## config.mk

```make
export PLATFORM = sky130hd
export DESIGN_NAME = if_prefetch_stage
export DESIGN_NICKNAME = d
export VERILOG_FILES = /design/src/rtl/if_prefetch_stage_pkg.sv /design/src/rtl/if_prefetch_fifo.sv /design/src/rtl/if_prefetch_stage.sv
export SDC_FILE = /design/constraint.sdc
export NUM_CORES = 1
export LEC_CHECK = 0
export ABC_AREA = 1
export ABC_CLOCK_PERIOD_IN_PS = 5180
export BUFFER_PORTS_ARGS = -buffer_cell sky130_fd_sc_hd__clkbuf_2
export CELL_PAD_IN_SITES_DETAIL_PLACEMENT = 1
export CELL_PAD_IN_SITES_GLOBAL_PLACEMENT = 1
export CORE_ASPECT_RATIO = 1.4
export CORE_UTILIZATION = 47
export CTS_CLUSTER_SIZE = 8
export DETAILED_ROUTE_END_ITERATION = 6
export PLACE_DENSITY_LB_ADDON = 0.1
export REMOVE_ABC_BUFFERS = 1
export SYNTH_ARGS = -nofsm -noshare
export SYNTH_HDL_FRONTEND = slang
export SYNTH_HIERARCHICAL = 1
export SYNTH_SLANG_ARGS = --single-unit
export TNS_END_PERCENT = 1
```

## constraint.sdc

```tcl
create_clock -name Clk -period 5.18 [get_ports Clk]
set_input_delay 0.518 -clock Clk [delete_from_list [all_inputs] [get_ports Clk]]
set_output_delay 0.518 -clock Clk [all_outputs]
set_load 0.01 [all_outputs]
```

## src/rtl/if_prefetch_stage_pkg.sv

```systemverilog
// Shared constants and helpers for the instruction-fetch stage and its prefetch FIFO.
package if_prefetch_stage_pkg;

    localparam int INSTR_W = 32;
    localparam int PC_INC  = 4;

    function automatic int ptr_w(input int depth);
        return (depth > 1) ? $clog2(depth) : 1;
    endfunction

endpackage

```

## src/rtl/if_prefetch_fifo.sv

```systemverilog
// Synchronous prefetch FIFO; flush clears pointers and count and takes priority over push/pop.
module if_prefetch_fifo
    import if_prefetch_stage_pkg::*;
#(
    parameter int WIDTH = 64,
    parameter int DEPTH = 4,
    localparam int PW = ptr_w(DEPTH),
    localparam int CW = PW + 1
) (
    input  logic             Clk,
    input  logic             Reset_n,
    input  logic             push,
    input  logic [WIDTH-1:0] push_data,
    input  logic             pop,
    input  logic             flush,
    output logic [CW-1:0]    count,
    output logic [WIDTH-1:0] head
);

    logic [WIDTH-1:0] mem [DEPTH];
    logic [PW-1:0]    wr_ptr;
    logic [PW-1:0]    rd_ptr;

    // DEPTH is a power of two, so pointers wrap without compare logic
    always_ff @(posedge Clk or negedge Reset_n) begin
        if (!Reset_n) begin
            wr_ptr <= '0;
            rd_ptr <= '0;
            count  <= '0;
        end else if (flush) begin
            wr_ptr <= '0;
            rd_ptr <= '0;
            count  <= '0;
        end else begin
            if (push) wr_ptr <= wr_ptr + PW'(1);
            if (pop)  rd_ptr <= rd_ptr + PW'(1);
            case ({push, pop})
                2'b10:   count <= count + CW'(1);
                2'b01:   count <= count - CW'(1);
                default: count <= count;
            endcase
        end
    end

    always_ff @(posedge Clk) begin
        if (push && !flush) mem[wr_ptr] <= push_data;
    end

    assign head = mem[rd_ptr];

endmodule

```

## src/rtl/if_prefetch_stage.sv

```systemverilog
// Instruction-fetch stage: PC, redirect/flush, credit-limited prefetch into a FIFO.
// Optional IF_PERF_CNT_EN adds saturating Fetch_Cnt / Flush_Cnt outputs.
module if_prefetch_stage
    import if_prefetch_stage_pkg::*;
#(
    parameter int                  PC_WIDTH   = 32,
    parameter int                  IMEM_AW    = 10,
    parameter int                  FIFO_DEPTH = 4,
    parameter logic [PC_WIDTH-1:0] RESET_PC   = '0
) (
    input  logic                Clk,
    input  logic                Reset_n,
    input  logic                Redirect,
    input  logic [PC_WIDTH-1:0] Redirect_Pc,
    output logic                Imem_En,
    output logic [IMEM_AW-1:0]  Imem_Addr,
    input  logic [INSTR_W-1:0]  Imem_Dout,
    output logic                Instr_Valid,
    input  logic                Instr_Ready,
    output logic [INSTR_W-1:0]  Instr,
    output logic [PC_WIDTH-1:0] Instr_Pc
`ifdef IF_PERF_CNT_EN
  , output logic [31:0]         Fetch_Cnt,
    output logic [31:0]         Flush_Cnt
`endif
);

    localparam int CW = ptr_w(FIFO_DEPTH) + 1;

    logic [PC_WIDTH-1:0]         pc;
    logic [PC_WIDTH-1:0]         req_pc;
    logic                        inflight;
    logic                        killed;
    logic [CW-1:0]               count;
    logic [INSTR_W+PC_WIDTH-1:0] head;
    logic                        push;
    logic                        pop;
    logic                        credit;
    logic                        unused_bits;

    // A same-cycle pop is deliberately not credited, keeping the issue path short
    assign credit    = (count + CW'(inflight)) < CW'(FIFO_DEPTH);
    assign Imem_En   = Reset_n && !Redirect && credit;
    assign Imem_Addr = pc[IMEM_AW+1:2];

    assign push        = inflight && !killed && !Redirect;
    assign Instr_Valid = (count != '0);
    assign pop         = Instr_Valid && Instr_Ready;
    assign {Instr, Instr_Pc} = Instr_Valid ? head : '0;

    assign unused_bits = ^{pc, Redirect_Pc[1:0]};

    always_ff @(posedge Clk or negedge Reset_n) begin
        if (!Reset_n) begin
            pc       <= RESET_PC;
            req_pc   <= '0;
            inflight <= 1'b0;
            killed   <= 1'b0;
        end else if (Redirect) begin
            pc       <= {Redirect_Pc[PC_WIDTH-1:2], 2'b00};
            inflight <= 1'b0;
            killed   <= 1'b1;
        end else begin
            killed   <= 1'b0;
            inflight <= Imem_En;
            if (Imem_En) begin
                pc     <= pc + PC_WIDTH'(PC_INC);
                req_pc <= pc;
            end
        end
    end

    if_prefetch_fifo #(
        .WIDTH (INSTR_W + PC_WIDTH),
        .DEPTH (FIFO_DEPTH)
    ) u_fifo (
        .Clk       (Clk),
        .Reset_n   (Reset_n),
        .push      (push),
        .push_data ({Imem_Dout, req_pc}),
        .pop       (pop),
        .flush     (Redirect),
        .count     (count),
        .head      (head)
    );

`ifdef IF_PERF_CNT_EN
    always_ff @(posedge Clk or negedge Reset_n) begin
        if (!Reset_n) begin
            Fetch_Cnt <= '0;
            Flush_Cnt <= '0;
        end else begin
            if (push && Fetch_Cnt != '1)     Fetch_Cnt <= Fetch_Cnt + 32'd1;
            if (Redirect && Flush_Cnt != '1) Flush_Cnt <= Flush_Cnt + 32'd1;
        end
    end
`endif

endmodule

```

Yosys cells after proc, flatten, opt, wreduce, memory -nomap -nowiden
Memories as Yosys holds them, arrays and structs flattened.
Cells that the tools add are included.
W data, S select, Z words.

operators by class
  equality and inequality tests = 2
  bitwise logic cells = 1
  $lt $le $gt $ge = 1
  add/subtract/negate cells = 6
  muxes and demuxes = 13
  reduce and logical (&&, ||, !) cells = 14

operators by type and width
  operator                 count
  $mux W32                 2
  $mux W64                 1
  $add A32 B3 Y32 const B  1
  $mux W2                  4
  $logic_and A1 B1 Y1      6
  $pmux W3 S2              1
  $reduce_bool A2 Y1       3
  $reduce_bool A3 Y1       2
  $add A2 B1 Y2 const B    2
  $mux W1                  4
  $add A3 B1 Y3            1
  $add A3 B1 Y3 const B    1
  $lt A3 B3 Y1 const B     1
  $mux W3                  1
  $sub A3 B1 Y3 const B    1
  $eq A2 B1 Y1 const B     1
  $eq A2 B2 Y1 const B     1
  $logic_not A1 Y1         2
  $reduce_and A2 Y1        1
  $not A1 Y1               1

storage, ports and cells
  memories = 1
  register bits after elaboration = 73
  RAM bits = 256
  output and inout port bits = 76
  input bits = 68

memory list
  memory      depth  width  read ports  clocked after memory_dff  wr ports  line                    source
  u_fifo.mem  4      64     1           0                         1         if_prefetch_fifo.sv:20  logic [WIDTH-1:0] mem [DEPTH];

Depth between registers and ports, before layout
  depth in word-level cells = 6
  depth in mapped cells = 13
  gate-level depth less buffers = 12

Cells and area by module
Netlist, hierarchy kept.

modules (own cells, without submodules)
  module             instances  cells each  area an instance (µm²)
  if_prefetch_fifo   1          677         9,917.0
  if_prefetch_stage  1          634         4,027.6

Least setup slack after synthesis
OpenSTA, ideal clock, no wires.

  kind = input to register
  start point = input port Redirect
  end point = memory u_fifo.mem[0][0], enable pin
  cell stages on the path = 6
  data required time = 4.694 ns
  data arrival time = 4.146 ns
  path buffers = 1
  path slack = 0.547 ns
  cells stage by stage = inv_1 -> clkbuf_1 -> nand2_1 -> nor2_1 -> nand2_1 -> nor2_1

between the ends
  longest elaborated chain between the ends = 5

RTL lines
  what                           line                     source
  from (decl)                    if_prefetch_stage.sv:13  input logic Redirect,
  $logic_not A1 Y1               if_prefetch_stage.sv:46  assign push = inflight && !killed && !Redirect;
  $logic_and A1 B1 Y1            if_prefetch_stage.sv:46
  named net push                 if_prefetch_stage.sv:36  logic push;
  $logic_and A1 B1 Y1            if_prefetch_fifo.sv:46   if (push && !flush) mem[wr_ptr] <= push_data;
  $mux W1                        if_prefetch_fifo.sv:46
  $mux W1 (not written as such)  if_prefetch_fifo.sv:46
  to (decl)                      if_prefetch_fifo.sv:20

The timed path passes the listed nets, and every way through them passes these cells.

Worst setup path after layout
  start point = register u_fifo.rd_ptr[0]
  end point = output port Instr[30]

between the ends
  longest elaborated chain between the ends = 2

RTL lines
  what                    line                     source
  from (decl)             if_prefetch_fifo.sv:22   logic [PW-1:0] rd_ptr;
  from (signal assigned)  if_prefetch_fifo.sv:36   if (pop) rd_ptr <= rd_ptr + PW'(1);
  $mem_v2 Z4 W64          -
  named net head[62]      if_prefetch_stage.sv:35  logic [INSTR_W+PC_WIDTH-1:0] head;
  $mux W64                if_prefetch_stage.sv:49  assign {Instr, Instr_Pc} = Instr_Valid ? head : '0;
  to (decl)               if_prefetch_stage.sv:20  output logic [INSTR_W-1:0] Instr,

The timed path passes the listed nets, and every way through them passes these cells.

==> results.cfg <==
[setup_path]
arrival_ps = 3210
critical_path.slowest_cell = sky130_fd_sc_hd__inv_4
cp.required_ps = 4660
startpoint_type = register
setup.worst_path.end_class = output port
reg2reg_to = u_fifo/count[2]
critPathMaxFanout = 87
worstSetupPathType = register to output port
timing.critical_path.slowest_cell_delay_ps = 800
cp_cell_sequence = inv_4 -> buf_4 -> o21ai_0 -> o22ai_1 -> inv_1 -> nor2_1 -> clkbuf_2
regToRegSetupSlack_ps = 2500
timing.reg2reg.worst_path_depth = 12
r2r_path_start = u_fifo/count[0]

[cells_and_area]
areaGrowthSynthToFinish_pct = 15.92
most_frequent_cells_in_the_layout = sky130_fd_sc_hd__edfxtp_1 (256), sky130_fd_sc_hd__nor2_1 (225), sky130_fd_sc_hd__nand2_1 (202)
final_nets = 1521
layout_commonest_cell = sky130_fd_sc_hd__edfxtp_1
fin_util_pct = 55.42
post_route_cells_drive_above_1_share_pct = 16.10
postLayoutCellArea_um2 = 16160

[pwr]
power_report.internal_total_mw = 4.810
netSwitchingFraction_pct = 23.70
switchingPower_mw = 1.494
irDropWorstVdd_uv = 205.5
p_clk_share_pct = 42.9
power.share.sequential_pct = 48.6
static-leakage-power_nw = 6.611
design_power_total_mw = 6.304
combPwrFrac_pct = 8.4
pwr_density_cell_nw_per_um2 = 390.0

[clock_network]
postCtsResizedCells = 0
cts_max_level = 2
tritoncts_clock_tree = done
cts_setup_buffers = 0
cts.reportedPaths.clkPinSlew_ps = 50
worst_skew_pair.late_latency_ps = 530
cts_sinks = 325
cts-root-buf = sky130_fd_sc_hd__clkbuf_16
numCtsBuffers = 46
cts-hold-fix-buffers = 0
max-clock-path-buffers = 3

[timing]
rsz0062_at_grt = no
final_period_minus_worst_setup_slack_ps = 3731
timing.setup.tns_ps = 0
max_freq_ghz = 0.2680
setup_viol = 0
drv_slew = 0
fin_worst_skew_ps = 14.27
postLayoutSetupSlackWorst_ps = 1449
fin_crit_sh_pct = 72.03
worst_slew_pin_slew_ps = 1048
number_of_hold_slack_violations_in_the_final_timing_report = 0
relSlewSlack_pct = 30.10

[synthesis]
yosysWarnings = 6
seq_area_frac_synth_pct = 67.51
post_synth.cell_area_avg_um2 = 10.64
post_synth_num_cell_types = 30
mappedNetlistArea_um2 = 13940
post_synth_inst_count = 1311
synth_register_bits = 325

[placed_design]
placedInstanceArea_um2 = 14870
hpwlAfterDp_um = 20280
pre_cts_ws_ps = 1961
gp_congestion = 0.8022
placement.io_buffers = 141

[hold_path]
min-delay-path-class = primary input to asynchronous set/reset pin

[floorplanning]
design.die.area_um2 = 30370
die_height_um = 205.8
io-pin-count = 144
core-area_um2 = 29170
floorplan.initialDensity_pct = 47.81
row_count = 74
dieWidth_um = 147.6

[detailed_routing]
routed_wl_um = 34490
overall_via_count_from_detail_route = 9790
drt.antenna.violating_nets = 0
dr.first_iter.drc_count = 459
drc = 0
detail_route.first_pass.iterations = 4
wl_per_cell_um = 18.67
vias_per_cell = 5.300

[global_routing]
grt.total_usage_pct = 23.12
grt_first_pass_wirelength_um = 53740
first_global_vias = 10240
globalRouteOverflowTotal = 0
pin_count_of_the_biggest_net_entering_global_routing = 88
initial_antenna_violation_count = 0

[job]
max_cap_viol_count = 0

[outcome]
status = finished clean
worst max-delay path by stage:
stage,slack (ps),start,cells past startpoint,to
2_1_floorplan,30,u_fifo/count[0],11,u_fifo/count[2]
3_3_place_gp,2040,u_fifo/rd_ptr[0],7,Instr[30]
3_5_place_dp,1960,u_fifo/rd_ptr[0],7,Instr[30]
4_1_cts,1400,u_fifo/rd_ptr[0],7,Instr[30]
5_1_grt,1220,u_fifo/rd_ptr[0],7,Instr[30]
6_report,1450,u_fifo/rd_ptr[0],7,Instr[30]
logic make-up after synthesis:
| logic type | after synthesis | synth area share (%) |
|---|---|---|
| compound gates | 239 | 9.242 |
| xor+xnor | 6 | 0.3768 |
| fa+ha+maj | 6 | 0.5922 |
| buf+inv | 213 | 6.999 |
| flops | 325 | 67.51 |
| other cells | 1 | 0.02689 |
| simple gates | 521 | 15.25 |
stage by stage:
stage	instances	hold slack, ps
floorplan	1243	222.4
global placement	1779	495.0
detailed placement	1779	500.7
CTS	1846	61.66
global route	1846	89.38
finish	1847	55.93
power groups by stage:
stage	Clock, mW	Sequential (mW)	Combinational (mW)
4_1_cts	2.76	3.07	0.543
3_3_place_gp	0	3.10	0.516
2_1_floorplan	0	3.08	0.304
6_report	2.71	3.07	0.531
3_5_place_dp	0	3.11	0.536
5_1_grt	2.86	3.08	0.599
worst max-delay path: cells and delay by family, from the launching register on:
family                 cells  cell delay (ps)
AOI/OAI and AO/OA          2              350
DFF                        1              710
and+or+nand+nor            1              130
buffers and inverters      4             1450
metal layers:
| metal | GRT usage (%) | vias up | wire length, um |
|---|---|---|---|
| met5 | 0 | - | 0 |
| met4 | 7.622 | 0 | 761 |
| met3 | 3.437 | 48 | 1234 |
| met2 | 43.55 | 200 | 18400 |
| met1 | 26.63 | 4856 | 14090 |
| li1 | - | 4686 | - |
Yosys cell counts:
cell type / number / area, um^2
sky130_fd_sc_hd__buf_2: 16 / 80.08
sky130_fd_sc_hd__nand3_1: 66 / 330.3
sky130_fd_sc_hd__edfxtp_1: 256 / 7687
sky130_fd_sc_hd__nor2_1: 229 / 859.6
sky130_fd_sc_hd__nor2_2: 7 / 43.79
sky130_fd_sc_hd__inv_4: 1 / 6.260
sky130_fd_sc_hd__o211ai_1: 4 / 30.03
sky130_fd_sc_hd__o22ai_1: 64 / 400.4
sky130_fd_sc_hd__nor3_1: 1 / 5.000
sky130_fd_sc_hd__inv_2: 4 / 15.01
sky130_fd_sc_hd__clkbuf_1: 29 / 108.9
sky130_fd_sc_hd__fa_1: 1 / 20.02
sky130_fd_sc_hd__o21ai_0: 120 / 600.6
sky130_fd_sc_hd__nor2_4: 5 / 56.30
sky130_fd_sc_hd__dfrtp_1: 69 / 1727
sky130_fd_sc_hd__buf_4: 19 / 142.6
sky130_fd_sc_hd__ha_1: 5 / 62.56
sky130_fd_sc_hd__nand2_2: 3 / 18.77
sky130_fd_sc_hd__conb_1: 1 / 3.750
sky130_fd_sc_hd__buf_6: 11 / 123.9
sky130_fd_sc_hd__inv_1: 133 / 499.2
sky130_fd_sc_hd__o21ai_1: 47 / 235.2
sky130_fd_sc_hd__nand4_1: 5 / 31.28
sky130_fd_sc_hd__nand2_4: 1 / 11.26
sky130_fd_sc_hd__or2_2: 1 / 6.260
sky130_fd_sc_hd__xor2_1: 6 / 52.55
sky130_fd_sc_hd__nand2_1: 202 / 758.2
sky130_fd_sc_hd__a21oi_1: 3 / 15.01
sky130_fd_sc_hd__and2_1: 1 / 6.260
sky130_fd_sc_hd__o31ai_1: 1 / 7.510
registers in the layout, summed over array words and instances (netlist names):
signal         cells
pc                30
u_fifo/wr_ptr      2
u_fifo/rd_ptr      2
req_pc            30
u_fifo/count       3
u_fifo/mem       256
killed             1
inflight           1
final cells by class:
class / count / area [um^2]
fillers: 3175 / 13000
flip-flops and latches: 325 / 9419
multi-input cells: 780 / 3621
clock buffers: 66 / 1290
repair buffers: 156 / 830.8
inverters: 138 / 520.5
well taps: 380 / 475.5
clock inverters: 1 / 5.005
diodes: 1 / 2.502
No activity file was read; power rests on OpenSTA's default activity.
